**src/rtl/bus_control_sequencer.sv**
```systemverilog
// Microcode sequencer for the 8-bit CPU. A step counter walks fetch (T0-T1)
// and opcode-dependent execute steps (T2-T4). Every bus strobe is a
// combinational decode of the registered step, the opcode nibble and the
// latched ALU flags, so target registers sample the strobes on the next edge.
module bus_control_sequencer #(
    parameter int OPCODE_WIDTH = 4,
    parameter int STEP_WIDTH   = 3
) (
    input  logic                    i_CLOCK,
    input  logic                    i_CLEAR,
    input  logic [OPCODE_WIDTH-1:0] i_OPCODE,
    input  logic                    i_FLAG_CARRY,
    input  logic                    i_FLAG_ZERO,
    output logic                    o_PC_WRITE_BUS,
    output logic                    o_PC_READ_BUS,
    output logic                    o_PC_INCREMENT,
    output logic                    o_MAR_READ_BUS,
    output logic                    o_RAM_WRITE_BUS,
    output logic                    o_RAM_READ_BUS,
    output logic                    o_IR_READ_BUS,
    output logic                    o_IR_WRITE_BUS,
    output logic                    o_A_READ_BUS,
    output logic                    o_A_WRITE_BUS,
    output logic                    o_B_READ_BUS,
    output logic                    o_ALU_WRITE_BUS,
    output logic                    o_ALU_SUBTRACT,
    output logic                    o_FLAGS_LOAD,
    output logic                    o_OUT_READ_BUS,
    output logic [STEP_WIDTH-1:0]   o_TSTATE,
    output logic                    o_INSTR_DONE,
    output logic                    o_HALTED
);

    // Step numbers
    localparam logic [STEP_WIDTH-1:0] T0 = STEP_WIDTH'(0);
    localparam logic [STEP_WIDTH-1:0] T1 = STEP_WIDTH'(1);
    localparam logic [STEP_WIDTH-1:0] T2 = STEP_WIDTH'(2);
    localparam logic [STEP_WIDTH-1:0] T3 = STEP_WIDTH'(3);
    localparam logic [STEP_WIDTH-1:0] T4 = STEP_WIDTH'(4);

    // Opcode map; anything not listed executes as NOP
    localparam logic [OPCODE_WIDTH-1:0] OP_LDA = OPCODE_WIDTH'(4'h1);
    localparam logic [OPCODE_WIDTH-1:0] OP_ADD = OPCODE_WIDTH'(4'h2);
    localparam logic [OPCODE_WIDTH-1:0] OP_SUB = OPCODE_WIDTH'(4'h3);
    localparam logic [OPCODE_WIDTH-1:0] OP_STA = OPCODE_WIDTH'(4'h4);
    localparam logic [OPCODE_WIDTH-1:0] OP_LDI = OPCODE_WIDTH'(4'h5);
    localparam logic [OPCODE_WIDTH-1:0] OP_JMP = OPCODE_WIDTH'(4'h6);
    localparam logic [OPCODE_WIDTH-1:0] OP_JC  = OPCODE_WIDTH'(4'h7);
    localparam logic [OPCODE_WIDTH-1:0] OP_JZ  = OPCODE_WIDTH'(4'h8);
    localparam logic [OPCODE_WIDTH-1:0] OP_OUT = OPCODE_WIDTH'(4'hE);
    localparam logic [OPCODE_WIDTH-1:0] OP_HLT = OPCODE_WIDTH'(4'hF);

    // One control word per cycle; exactly the strobes the datapath sees
    typedef struct packed {
        logic pc_write_bus;
        logic pc_read_bus;
        logic pc_increment;
        logic mar_read_bus;
        logic ram_write_bus;
        logic ram_read_bus;
        logic ir_read_bus;
        logic ir_write_bus;
        logic a_read_bus;
        logic a_write_bus;
        logic b_read_bus;
        logic alu_write_bus;
        logic alu_subtract;
        logic flags_load;
        logic out_read_bus;
    } ctrl_t;

    ctrl_t                 ctrl;
    logic [STEP_WIDTH-1:0] step_q, step_d;
    logic                  halted_q, halted_d;
    logic                  last_step;

    // State register: clear wins over everything, including a halted core
    always_ff @(posedge i_CLOCK) begin
        if (i_CLEAR) begin
            step_q   <= T0;
            halted_q <= 1'b0;
        end else begin
            step_q   <= step_d;
            halted_q <= halted_d;
        end
    end

    // Microcode decode: strobes for the current step plus next step/halt state
    always_comb begin
        ctrl      = '0;
        last_step = 1'b0;
        step_d    = step_q + STEP_WIDTH'(1);
        halted_d  = halted_q;

        if (i_CLEAR) begin
            // Outputs held quiet; the register block handles the reset itself
            step_d = T0;
        end else if (halted_q) begin
            step_d = step_q;
        end else begin
            case (step_q)
                T0: begin
                    ctrl.pc_write_bus = 1'b1;
                    ctrl.mar_read_bus = 1'b1;
                end
                T1: begin
                    ctrl.ram_write_bus = 1'b1;
                    ctrl.ir_read_bus   = 1'b1;
                    ctrl.pc_increment  = 1'b1;
                    case (i_OPCODE)
                        OP_LDA, OP_ADD, OP_SUB, OP_STA, OP_LDI,
                        OP_JMP, OP_JC, OP_JZ, OP_OUT, OP_HLT: ;
                        default: last_step = 1'b1;   // NOP and undefined
                    endcase
                end
                T2: begin
                    case (i_OPCODE)
                        OP_LDA, OP_ADD, OP_SUB, OP_STA: begin
                            ctrl.ir_write_bus = 1'b1;
                            ctrl.mar_read_bus = 1'b1;
                        end
                        OP_LDI: begin
                            ctrl.ir_write_bus = 1'b1;
                            ctrl.a_read_bus   = 1'b1;
                            last_step         = 1'b1;
                        end
                        OP_JMP: begin
                            ctrl.ir_write_bus = 1'b1;
                            ctrl.pc_read_bus  = 1'b1;
                            last_step         = 1'b1;
                        end
                        OP_JC: begin
                            ctrl.ir_write_bus = i_FLAG_CARRY;
                            ctrl.pc_read_bus  = i_FLAG_CARRY;
                            last_step         = 1'b1;
                        end
                        OP_JZ: begin
                            ctrl.ir_write_bus = i_FLAG_ZERO;
                            ctrl.pc_read_bus  = i_FLAG_ZERO;
                            last_step         = 1'b1;
                        end
                        OP_OUT: begin
                            ctrl.a_write_bus  = 1'b1;
                            ctrl.out_read_bus = 1'b1;
                            last_step         = 1'b1;
                        end
                        OP_HLT: begin
                            // Park on T2; not a completion, so no done pulse
                            step_d   = step_q;
                            halted_d = 1'b1;
                        end
                        default: last_step = 1'b1;
                    endcase
                end
                T3: begin
                    case (i_OPCODE)
                        OP_LDA: begin
                            ctrl.ram_write_bus = 1'b1;
                            ctrl.a_read_bus    = 1'b1;
                            last_step          = 1'b1;
                        end
                        OP_ADD, OP_SUB: begin
                            ctrl.ram_write_bus = 1'b1;
                            ctrl.b_read_bus    = 1'b1;
                        end
                        OP_STA: begin
                            ctrl.a_write_bus  = 1'b1;
                            ctrl.ram_read_bus = 1'b1;
                            last_step         = 1'b1;
                        end
                        // Opcode changed under us: finish quietly
                        default: last_step = 1'b1;
                    endcase
                end
                T4: begin
                    if (i_OPCODE == OP_ADD || i_OPCODE == OP_SUB) begin
                        ctrl.alu_write_bus = 1'b1;
                        ctrl.a_read_bus    = 1'b1;
                        ctrl.flags_load    = 1'b1;
                        ctrl.alu_subtract  = (i_OPCODE == OP_SUB);
                    end
                    last_step = 1'b1;
                end
                default: begin
                    // Illegal step value: no strobes, back to fetch
                    step_d = T0;
                end
            endcase
            if (last_step) step_d = T0;
        end
    end

    assign o_PC_WRITE_BUS  = ctrl.pc_write_bus;
    assign o_PC_READ_BUS   = ctrl.pc_read_bus;
    assign o_PC_INCREMENT  = ctrl.pc_increment;
    assign o_MAR_READ_BUS  = ctrl.mar_read_bus;
    assign o_RAM_WRITE_BUS = ctrl.ram_write_bus;
    assign o_RAM_READ_BUS  = ctrl.ram_read_bus;
    assign o_IR_READ_BUS   = ctrl.ir_read_bus;
    assign o_IR_WRITE_BUS  = ctrl.ir_write_bus;
    assign o_A_READ_BUS    = ctrl.a_read_bus;
    assign o_A_WRITE_BUS   = ctrl.a_write_bus;
    assign o_B_READ_BUS    = ctrl.b_read_bus;
    assign o_ALU_WRITE_BUS = ctrl.alu_write_bus;
    assign o_ALU_SUBTRACT  = ctrl.alu_subtract;
    assign o_FLAGS_LOAD    = ctrl.flags_load;
    assign o_OUT_READ_BUS  = ctrl.out_read_bus;
    assign o_TSTATE        = i_CLEAR ? T0 : step_q;
    assign o_INSTR_DONE    = last_step;
    assign o_HALTED        = halted_q;

endmodule
```
**config.mk**
```make
export PLATFORM = sky130hd
export DESIGN_NAME = bus_control_sequencer
export DESIGN_NICKNAME = d
export VERILOG_FILES = /design/src/rtl/bus_control_sequencer.sv
export SDC_FILE = /design/constraint.sdc
export NUM_CORES = 1
export LEC_CHECK = 0
export ABC_CLOCK_PERIOD_IN_PS = 5540
export BUFFER_PORTS_ARGS = -buffer_cell sky130_fd_sc_hd__buf_2
export CAP_MARGIN = 20
export CELL_PAD_IN_SITES_DETAIL_PLACEMENT = 1
export CELL_PAD_IN_SITES_GLOBAL_PLACEMENT = 2
export CORE_UTILIZATION = 27
export CTS_CLUSTER_SIZE = 28
export DETAILED_ROUTE_END_ITERATION = 12
export PLACE_DENSITY_LB_ADDON = 0.3
export SYNTH_ARGS = -nofsm -noshare
export SYNTH_HDL_FRONTEND = slang
export SYNTH_SLANG_ARGS = --single-unit
```
**constraint.sdc**
```tcl
create_clock -name i_CLOCK -period 5.54 [get_ports i_CLOCK]
set_input_delay 1.108 -clock i_CLOCK [delete_from_list [all_inputs] [get_ports i_CLOCK]]
set_output_delay 1.108 -clock i_CLOCK [all_outputs]
set_load 0.005 [all_outputs]
```
After elaboration in Yosys (flattened, before gate mapping)
Index checks and enable logic that the tools add are counted.
Storage, ports and cells
  register bits: 4
  bits of input ports: 8
  output and inout port bits: 20
  word-level logic and storage cells: 69
Operators by class
  $add $sub $neg: 1
  eq/ne operators: 15
  mux-type cells: 40
  bitwise logic cells: 1
  reductions and logical operators: 10
Operators with widths (number)
  15-bit two-way mux: 2
  1-bit two-way mux: 25
  4-bit by 3-bit == test with 1-bit output (second input constant): 4
  3-bit two-way mux: 5
  4-bit == test (second input constant): 3
  10-bit OR reduction: 1
  1-bit case mux with 3 select lines: 3
  4-bit by 2-bit == test with 1-bit output (second input constant): 2
  4-bit OR reduction: 2
  3-bit by 2-bit == test with 1-bit output (second input constant): 2
  1-bit case mux with 2 select lines: 3
  3-bit case mux with 2 select lines: 1
  6-bit OR reduction: 1
  5-bit OR reduction: 1
  4-bit by 1-bit == test with 1-bit output (second input constant): 1
  1-bit case mux with 4 select lines: 1
  3-bit by 1-bit adder with 3-bit output (second input constant): 1
  3-bit by 1-bit == test with 1-bit output (second input constant): 1
  3-bit == test (second input constant): 1
  3-bit zero test: 1
  3-bit != test (second input constant): 1
  3-bit OR reduction: 1
  2-bit AND reduction: 1
  2-bit OR reduction: 1
  2 further kinds: 2

Depth between registers and ports, before layout
Gate-level depths: netlist of run 1.
  depth in word-level cells: 8
  gate-level depth with buffers: 7
  gate-level depth less buffers: 7

Worst setup path after synthesis of run 1
OpenSTA, ideal clock, no wires.
  kind: input to output
  from: input port i_OPCODE[3]
  to: output port o_ALU_SUBTRACT
  data arrival time: 2.330 ns
  required time: 4.432 ns
  setup slack: 2.102 ns
  stages on the path: 5
  path buffers: 2
  cell sequence: buf_6 > or3b_1 > buf_6 > nor4_1 > and2_1
On the way
  word-level cells in the longest chain between the ends: 6
  elaborated cells between the ends (all ways): 7
  classes of those cells: eq/ne (2); mux (4); reduce/logical (1)
Ends and longest elaborated chain
  from (decl): line 11  | input logic [OPCODE_WIDTH-1:0] i_OPCODE,
  4-bit by 2-bit == test with 1-bit output, on equally long branches: line 176, 180
  1-bit logical OR: line 176  | if (i_OPCODE == OP_ADD || i_OPCODE == OP_SUB) begin
  3-bit two-way mux (*): line 176
  3-bit two-way mux (*): line 101  | case (step_q)
  15-bit two-way mux (*): line 98  | end else if (halted_q) begin
  15-bit two-way mux (*): line 95  | if (i_CLEAR) begin
  to (decl): line 26  | output logic o_ALU_SUBTRACT,
Mark *: on every way between the ends. The rest lies on a longest branch, timed or not.

Worst setup path after layout of run 1
  from: input port i_OPCODE[2]
  to: output port o_INSTR_DONE
On the way
  word-level cells in the longest chain between the ends: 8
  elaborated cells between the ends (all ways): 21
  classes of those cells: eq/ne (10); mux (8); reduce/logical (3)
Ends and longest elaborated chain
  4-bit by 2-bit == test with 1-bit output (tied with other cells): line 110, 117, 156
  10-bit OR reduction (tied with other cells): line 110  | case (i_OPCODE)
  1-bit two-way mux, on equally long branches: line 110, 117, 156
  1-bit case mux with 4 select lines (*): line 101
  1-bit two-way mux (*): line 98
  1-bit two-way mux (*): line 95
  1-bit two-way mux (*): line 98
  1-bit two-way mux (*): line 95
  to (decl): line 30  | output logic o_INSTR_DONE,
Mark *: on every way between the ends. The rest lies on a longest branch, timed or not. The select of a mux whose other input is x is not followed.

==> metrics, run 1 <==
vias per std cell 5.188; commonest non-fill, non-tap cells in the layout buf_2, nor2_1, nand2_1; slew margin rel. 73.58%; fin cells 154; die height 53.71 um; Synth area leader dfxtp_1; Distinct cells, synth 40; maxcap violations 0; IO Pins 28; Starting Density 28.88%; Port Buffers 27; Avg Cell Area, Syn 6.942 um2; die area 0.002885 mm2; endpoints failing setup 0; H-tree Lvls 1; post-synth top area share 11.09%; critical path's most frequent cell buf_2; gr ovfl total 0; Site Rows 18; status finished, final reports clean; Peak Freq 274.1 MHz; GR Util All Layers 15.60%; Pwr Density 285.0 mW/mm2; pin count of the biggest net entering global routing 13; Die Wd 53.71 um; synthesis-to-finish area growth 18.02%; Tcrit/Tclk final 65.86%; Worst-Margin Slew 0.3958 ns; CP peak stage delay 0.33 ns; minimum clock period 3.649 ns; Reg2Reg Setup Slack 3.57 ns; clock skew 0.001768 ns; mapped cell area 721.9 um2; Routed WL 2.105 mm; Largest delay share family, worst path simple AND/OR/NAND/NOR gates; commonest non-fill, non-tap cell in the layout buf_2; DR WL/cell 13.67 um; critical path class input port to output port; postcts setup bufs 0; routability cong. 0.7675; Setup TNS Final 0 ns; net count after synthesis 117; register area 80.08 um2; Worst setup SP type input port; Nets 139; hpwl dp 1.733 mm; Req. time, crit path 4.43 ns; clk sinks 4; Synth Instances 104; CP bufs+invs 2; DR pass1 iterations 2; clock root buffer clkbuf_4; crit path max fanout 12; Pleak 0.4028 nW; CP Cell Sequence buf_2 -> or3b_1 -> nand2_1 -> o31a_2 -> nor3_2 -> and2_1 -> buf_2; Final Hold Fails 0; Core Area 0.002500 mm2; drt first-iter violations 8; RSZ-0062 raised after global routing false; Worst path slowest cell or3b_1; layout cell share with drive strength beyond 1 29.03%; # DRC 0; clock insertion delay at the later pin of the skew report 0.23 ns; Worst EP arrival 2.54 ns; buffer levels on the longest clock path 2; diode count 0; vias in the first global route 721; vias after detailed routing 799; post-cts hold buffer count 0; Synth warnings 0; initial antenna violation count 0; post-route ant nets 0; first-pass GRT wire length 3.374 mm; sequential area share after synthesis 11.09%; Hold Path Class flip-flop to flip-flop; clk slew on worst S/H paths 0.04 ns; fillers 351; CTS buffer count 3; Max Slew Vio Count 0; largest cells by area after synthesis dfxtp_1, ha_1, nor2_1; area taken by multi-input logic gates 550.5 um2; Placed Cells 151; PostCTS Resize Cnt 0; VDD IR max 164.9 uV; TritonCTS clock tree yes; crit path capture type output port; FF+latch count, synth 4
==> per-layer routing <==
metal	track usage (%)	vias up	share of wire [%]
met5	0	-	0
met2	26.95	14	51
met4	5.263	0	0
met1	20.76	384	47
met3	0	0	2.3
li1	-	401	-
==> cells by family (layout without fill, tap and decap cells) <==
family,after synthesis,in the layout,share of synthesized area [%]
mux,1,1,1.387
fa+ha+maj,5,5,8.666
flops,4,4,11.09
buf+inv,17,37,12.65
xor+xnor,1,1,1.213
compound gates,21,21,26.69
simple gates,55,55,38.30
==> Yosys cell counts, drive strengths merged <==
| library cell | count |
|---|---|
| nand4 | 1 |
| o21a | 1 |
| buf | 6 |
| o211ai | 1 |
| or2 | 2 |
| nor4 | 3 |
| a2111oi | 1 |
| nor3b | 1 |
| nand2b | 3 |
| nor3 | 7 |
| ha | 5 |
| o41ai | 2 |
| mux2i | 1 |
| o31ai | 1 |
| dfxtp | 4 |
| nor2 | 15 |
| nand2 | 12 |
| o21ai | 2 |
| a32oi | 1 |
| a31oi | 3 |
| inv | 7 |
| or3b | 1 |
| a211o | 1 |
| and3 | 1 |
| o31a | 1 |
| a211oi | 1 |
| nor2b | 4 |
| and2 | 5 |
| o22ai | 2 |
| a21boi | 2 |
| o211a | 1 |
| xnor2 | 1 |
| a21oi | 1 |
| clkbuf | 4 |
==> power by group <==
| group | total (W) | internal [W] | switching (W) |
|---|---|---|---|
| Clock | 0.0000348 | 0.0000241 | 0.0000107 |
| Sequential | 0.0000516 | 0.0000362 | 0.0000154 |
| Combinational | 0.000156 | 0.0000710 | 0.0000854 |
==> tightest hold or removal path: cells and delay by family, from the launching register on <==
family             cells  cell delay, ns
and+or+nand+nor        1            0.09
DFF                    1            0.39
AOI/OAI and AO/OA      1            0.06
==> state kept, by name (all words and copies together), names as in the netlist <==
register,count
o_HALTED,1
step_q,3
==> per-stage QoR <==
step / area [um2] / hold WS [ns] / util [%] / setup WS (ns) / power [W]
after floorplan: 721.9 / 0.6226 / - / 2.102 / 0.0001673
final: 852.1 / 0.5901 / 34.08 / 1.891 / 0.0002428
after global routing: 852.1 / 0.6505 / 34.08 / 1.750 / 0.0002665
after global placement: 829.5 / 0.6072 / 33.18 / 1.897 / 0.0002080
after detailed placement: 829.5 / 0.5941 / 33.18 / 1.864 / 0.0002110
after CTS: 852.1 / 0.6021 / 34.08 / 1.860 / 0.0002490
==> layout make-up <==
type | instances | share of cell area [%]
tap | 30 | 4.405
sequential | 4 | 9.398
timing repair buffer | 27 | 15.86
multi-input combinational | 83 | 64.61
clock buffer | 3 | 2.643
inverter | 7 | 3.084
==> path summary, 6_finish.rpt <==
path	start	to	cells past startpoint
setup / recovery	i_OPCODE[2]	o_INSTR_DONE	7
hold / removal	o_HALTED	step_q[2]	2
setup reg to reg	step_q[0]	step_q[1]	5
hold reg to reg	o_HALTED	step_q[2]	2
Note: power is estimated with default switching activity, not from simulation.
==> inputs of run 2 (changes only) <==
--- a/config.mk
+++ b/config.mk
@@ -5,12 +5,12 @@
 export SDC_FILE = /design/constraint.sdc
 export NUM_CORES = 1
 export LEC_CHECK = 0
-export ABC_CLOCK_PERIOD_IN_PS = 5540
+export ABC_CLOCK_PERIOD_IN_PS = 3000
 export BUFFER_PORTS_ARGS = -buffer_cell sky130_fd_sc_hd__buf_2
 export CAP_MARGIN = 20
 export CELL_PAD_IN_SITES_DETAIL_PLACEMENT = 1
 export CELL_PAD_IN_SITES_GLOBAL_PLACEMENT = 2
-export CORE_UTILIZATION = 27
+export CORE_UTILIZATION = 22
 export CTS_CLUSTER_SIZE = 28
 export DETAILED_ROUTE_END_ITERATION = 12
 export PLACE_DENSITY_LB_ADDON = 0.3
==> constraint.sdc (replaced) <==
create_clock -name i_CLOCK -period 3 [get_ports i_CLOCK]
set_input_delay 0.6 -clock i_CLOCK [delete_from_list [all_inputs] [get_ports i_CLOCK]]
set_output_delay 0.6 -clock i_CLOCK [all_outputs]
set_load 0.005 [all_outputs]
==> run 2 against run 1 <==
  * Register-to-register slack worse by 2.6 ns
  * Cell area up 2.3%
  * Sequential cell count unchanged
  * Via count down 0.75%
  * Sequential share of layout area down 0.22 points
  * Critical path type is now flip-flop to output port
  * Sequential power up 86%
  * Clock skew up 0.0012 ns
  * Global-route usage down 1.8 points
  * Critical path depth up 1
  * Worst setup slack worse by 1.6 ns
  * Largest power group unchanged
==> metrics, run 2 (same netlist as run 1, synthesis figures left out) <==
crit path max fanout 8; FF-to-FF path depth 7; initial antenna violation count 0; CP bufs+invs 2; commonest non-fill, non-tap cell in the layout buf_2; Nets 139; vias after detailed routing 793; Hold Path Class flip-flop to flip-flop; CP Cell Sequence inv_1 -> ha_1 -> nor2b_1 -> mux2i_1 -> o31ai_1 -> a31oi_1 -> nor3_1 -> buf_2; Worst-Margin Slew 0.4110 ns; clock insertion delay at the later pin of the skew report 0.23 ns; Hold Crit Depth 2; utilization after layout 28.33%; IO Pins 28; Pleak 0.4016 nW; Tcrit/Tclk final 91.05%; CTS buffer count 3; post-route ant nets 0; fillers 411; Peak Freq 366.1 MHz; status finished, final reports clean; die area 0.003515 mm2; hpwl dp 1.829 mm; Largest delay share family, worst path compound AO/OA/AOI/OAI gates; clk sinks 4; routability cong. 0.7832; largest reg by FF count step_q; DR pass1 iterations 3; Worst EP arrival 2.13 ns; minimum clock period 2.732 ns; critical path class flip-flop to output port; VDD IR max 229.6 uV; clk slew on worst S/H paths 0.04 ns; CP peak stage delay 0.38 ns; Final Hold Fails 0; Die Wd 59.29 um; register area 80.08 um2; Reg2Reg Setup Slack 1.02 ns; gr ovfl total 0; Req. time, crit path 2.40 ns; pin count of the biggest net entering global routing 13; Site Rows 20; GR Util All Layers 13.76%; H-tree Lvls 1; Port Buffers 27; r2r startpoint step_q[0]; layout cell share with drive strength beyond 1 29.84%; Worst setup SP type flip-flop; maxcap violations 0; endpoints failing setup 0; Hold Crit Start o_HALTED; Worst path slowest cell dfxtp_1; Pwr Density 513.0 mW/mm2; Routed WL 2.208 mm; TritonCTS clock tree yes; instance count on the critical path 8; Max Slew Vio Count 0; first-pass GRT wire length 3.705 mm; commonest non-fill, non-tap cells in the layout buf_2, nor2_1, nand2_1; DR WL/cell 13.14 um; area taken by multi-input logic gates 553.0 um2; buffer levels on the longest clock path 2; clock skew 0.002937 ns; Setup TNS Final 0 ns; vias in the first global route 829; crit path capture type output port; clock root buffer clkbuf_4; Starting Density 23.46%; drt first-iter violations 11; post-cts hold buffer count 0; die height 59.29 um; terminus of the critical flop-to-flop path step_q[2]; hold endpoint step_q[2]; slew margin rel. 72.56%; diode count 0; Largest register FFs 3; Core Area 0.003078 mm2; RSZ-0062 raised after global routing false; # DRC 0; vias per std cell 4.720; synthesis-to-finish area growth 20.80%
[run 2: how the worst max path moves through the flow]
| stage | startpoint | slack (ns) | end |
|---|---|---|---|
| after global routing | step_q[0] | 0.02 | o_A_READ_BUS |
| after floorplan | i_OPCODE[3] | 0.58 | o_ALU_SUBTRACT |
| after detailed placement | i_OPCODE[2] | 0.32 | o_INSTR_DONE |
| after CTS | step_q[0] | 0.14 | o_A_READ_BUS |
| final | step_q[0] | 0.27 | o_A_READ_BUS |
| after global placement | i_OPCODE[2] | 0.36 | o_INSTR_DONE |
[run 2: final cells by class]
type | count | share of cell area (%)
Multi-Input combinational cell | 83 | 63.41
Clock buffer | 3 | 2.582
Timing Repair Buffer | 27 | 15.50
Tap cell | 44 | 6.313
Sequential cell | 4 | 9.182
Inverter | 7 | 3.013
[run 2: tightest hold or removal path: stages (launching register included)]
cell and delay (ns):
dfxtp_1 0.40, nand2_1 0.10, o41ai_1 0.07
[run 2: metal layers]
layer  vias to the layer above  share of wire (%)  global-route usage, %
li1                        402                  -                      -
met1                       374                 47                  17.06
met2                        17                 50                  24.40
met3                         0                2.9                  1.310
met4                         0                  0                  5.102
met5                         -                  0                      0
[run 2: per-stage QoR]
stage	area (um2)	cells	hold slack, ns	power [W]	worst slack, ns
2_1_floorplan	721.9	104	0.6226	0.0003090	0.5776
3_5_place_dp	847.1	165	0.6036	0.0003875	0.3234
5_1_grt	872.1	168	0.6787	0.0004985	0.02199
3_3_place_gp	847.1	165	0.6049	0.0003865	0.3635
4_1_cts	869.6	168	0.6134	0.0004583	0.1350
6_report	872.1	168	0.6234	0.0004474	0.2685
[run 2: power breakdown]
part           switching, W  leakage [nW]  internal [W]  total (W)
sequential        0.0000290        0.0328     0.0000668  0.0000958
combinational      0.000156         0.355      0.000131   0.000287
clock             0.0000199        0.0138     0.0000446  0.0000645
total              0.000205         0.402      0.000243   0.000447
[run 2: what timing repair did]
item | CTS | global route
setup endpoints to repair | 0 | 1
buffers inserted | 0 | 0
gates resized for setup | 0 | 1
==> inputs of run 3 (changes only) <==
--- a/config.mk
+++ b/config.mk
@@ -5,12 +5,11 @@
 export SDC_FILE = /design/constraint.sdc
 export NUM_CORES = 1
 export LEC_CHECK = 0
-export ABC_CLOCK_PERIOD_IN_PS = 3000
+export ABC_CLOCK_PERIOD_IN_PS = 2600
 export BUFFER_PORTS_ARGS = -buffer_cell sky130_fd_sc_hd__buf_2
 export CAP_MARGIN = 20
-export CELL_PAD_IN_SITES_DETAIL_PLACEMENT = 1
-export CELL_PAD_IN_SITES_GLOBAL_PLACEMENT = 2
-export CORE_UTILIZATION = 22
+export CORE_MARGIN = 8
+export CORE_UTILIZATION = 35
 export CTS_CLUSTER_SIZE = 28
 export DETAILED_ROUTE_END_ITERATION = 12
 export PLACE_DENSITY_LB_ADDON = 0.3
==> constraint.sdc (replaced) <==
create_clock -name i_CLOCK -period 2.6 [get_ports i_CLOCK]
set_input_delay 0.52 -clock i_CLOCK [delete_from_list [all_inputs] [get_ports i_CLOCK]]
set_output_delay 0.52 -clock i_CLOCK [all_outputs]
set_load 0.005 [all_outputs]
==> run 3 against run 2 <==
  * Sequential cell count is the same
  * Total power grew 17%
  * Sequential share of layout area grew 0.17 points
  * Critical endpoint is now o_INSTR_DONE
  * Largest power group unchanged
  * Global-route usage shrank 2.9 points
  * Core utilization grew 16 points
==> metrics, run 3 (same netlist as run 1, synthesis figures left out) <==
die area 0.003772 mm2; RSZ-0062 raised after global routing false; clock skew 0.008363 ns; # DRC 0; Finished Cell Area 869.6 um2; Site Rows 16; buffer levels on the longest clock path 2; Largest register FFs 3; routability cong. 0.8323; pin count of the biggest net entering global routing 13; clk sinks 4; endpoints failing setup 0; Worst-Margin Slew 0.3400 ns; Setup TNS Final 0 ns; post-cts hold buffer count 0; die height 61.42 um; Peak Freq 403.8 MHz; Req. time, crit path 2.08 ns; Largest delay share family, worst path simple AND/OR/NAND/NOR gates; r2r startpoint step_q[0]; Max Slew Vio Count 0; CP Cell Sequence buf_2 -> or3b_1 -> nand2_1 -> o31a_2 -> nor3_2 -> and2_1 -> buf_2; FF-to-FF path depth 7; vias in the first global route 755; gr ovfl total 0; Worst path slowest cell or3b_1; utilization after layout 44.32%; Port Buffers 27; Hold Crit Depth 2; Core Area 0.001962 mm2; CTS buffer count 3; CP peak stage delay 0.32 ns; DR pass1 iterations 4; first-pass GRT wire length 3.201 mm; vias per std cell 5.124; Pleak 0.4109 nW; Pwr Density 600.3 mW/mm2; Placed Area 840.8 um2; H-tree Lvls 1; Reg2Reg Setup Slack 0.76 ns; GR Util All Layers 10.86%; hold endpoint o_HALTED; slew margin rel. 77.25%; Tcrit/Tclk final 95.26%; Die Wd 61.42 um; commonest non-fill, non-tap cells in the layout buf_2, nor2_1, nand2_1; commonest non-fill, non-tap cell in the layout buf_2; VDD IR max 467.1 uV; Hold Crit Start i_CLEAR; diode count 0; Final Hold Fails 0; Routed WL 2.006 mm; synthesis-to-finish area growth 20.45%; hpwl dp 1.631 mm; vias after detailed routing 784; critical path class input port to output port; IO Pins 28; critical path's most frequent cell buf_2; fillers 231; layout cell share with drive strength beyond 1 32.54%; status finished, final reports clean; crit path capture type output port; crit path max fanout 12; clk slew on worst S/H paths 0.04 ns; clock insertion delay at the later pin of the skew report 0.23 ns; maxcap violations 0; Worst setup SP type input port; Fin Hold WS 0.5955 ns; DR WL/cell 13.11 um; Worst EP arrival 1.96 ns; initial antenna violation count 0; terminus of the critical flop-to-flop path step_q[2]; Nets 141; post-route ant nets 0; Starting Density 36.80%; CP bufs+invs 2; minimum clock period 2.477 ns; drt first-iter violations 14; Hold Path Class input port to flip-flop; largest reg by FF count step_q; TritonCTS clock tree yes; clock root buffer clkbuf_4
-- run 3: changes by cell type in the layout (fill, tap and decap cells not counted) --
cell	delta
buf_4	+2
dfxtp_1	-1
dfxtp_2	+1
ha_1	-1
ha_2	+1
-- run 3: stage by stage --
| step | power (W) | cells | setup slack (ns) |
|---|---|---|---|
| after floorplan | 0.0003565 | 104 | 0.3376 |
| after global placement | 0.0004390 | 150 | 0.1818 |
| after detailed placement | 0.0004441 | 150 | 0.1355 |
| after CTS | 0.0005237 | 153 | 0.05686 |
| after global routing | 0.0005696 | 153 | 0.01643 |
| final | 0.0005220 | 153 | 0.1233 |
-- run 3: routing by layer --
metal / up-vias / wire (um) / track usage [%] / part of all wire, %
met3: 0 / 178 / 3.967 / 8.9
met1: 351 / 910 / 11.83 / 45
li1: 407 / - / - / -
met4: 0 / 0 / 0 / 0
met5: - / 0 / 0 / 0
met2: 26 / 917 / 20.60 / 46
-- run 3: worst max path at each step --
stage                      from              to  slack (ns)  cells after the start
global placement    i_OPCODE[2]    o_INSTR_DONE        0.18                      7
global route          step_q[0]    o_A_READ_BUS        0.02                      8
floorplan           i_OPCODE[3]  o_ALU_SUBTRACT        0.34                      5
finish              i_OPCODE[2]    o_INSTR_DONE        0.12                      7
detailed placement  i_OPCODE[2]    o_INSTR_DONE        0.14                      7
CTS                   step_q[0]    o_INSTR_DONE        0.06                      7
-- run 3: repair_timing --
action | CTS | global route
buffers inserted | 0 | 0
setup endpoints to repair | 1 | 3
gates resized for setup | 1 | 2
-- run 3: area by class of cell --
type                    instances  area (um2)  area share [%]
multi-input cells              83       555.5           63.88
well taps                      27       33.78           3.885
repair buffers                 29       150.1           17.27
inverters                       7       26.28           3.022
flip-flops and latches          4       81.33           9.353
clock buffers                   3       22.52           2.590
-- run 3: report_power, final --
| part | switching, W | leakage [nW] | internal [W] |
|---|---|---|---|
| logic | 0.000185 | 0.364 | 0.000157 |
| clock network | 0.0000234 | 0.0138 | 0.0000515 |
| registers | 0.0000263 | 0.0329 | 0.0000790 |
| total | 0.000235 | 0.411 | 0.000287 |
-- run 3: worst reg2reg max path, cell delays in order (launching register included) --
cell	delay, ns
dfxtp_2	0.41
inv_1	0.11
ha_1	0.26
nand2_1	0.13
a21boi_4	0.20
o31a_2	0.19
nor3_2	0.06
o41ai_1	0.37
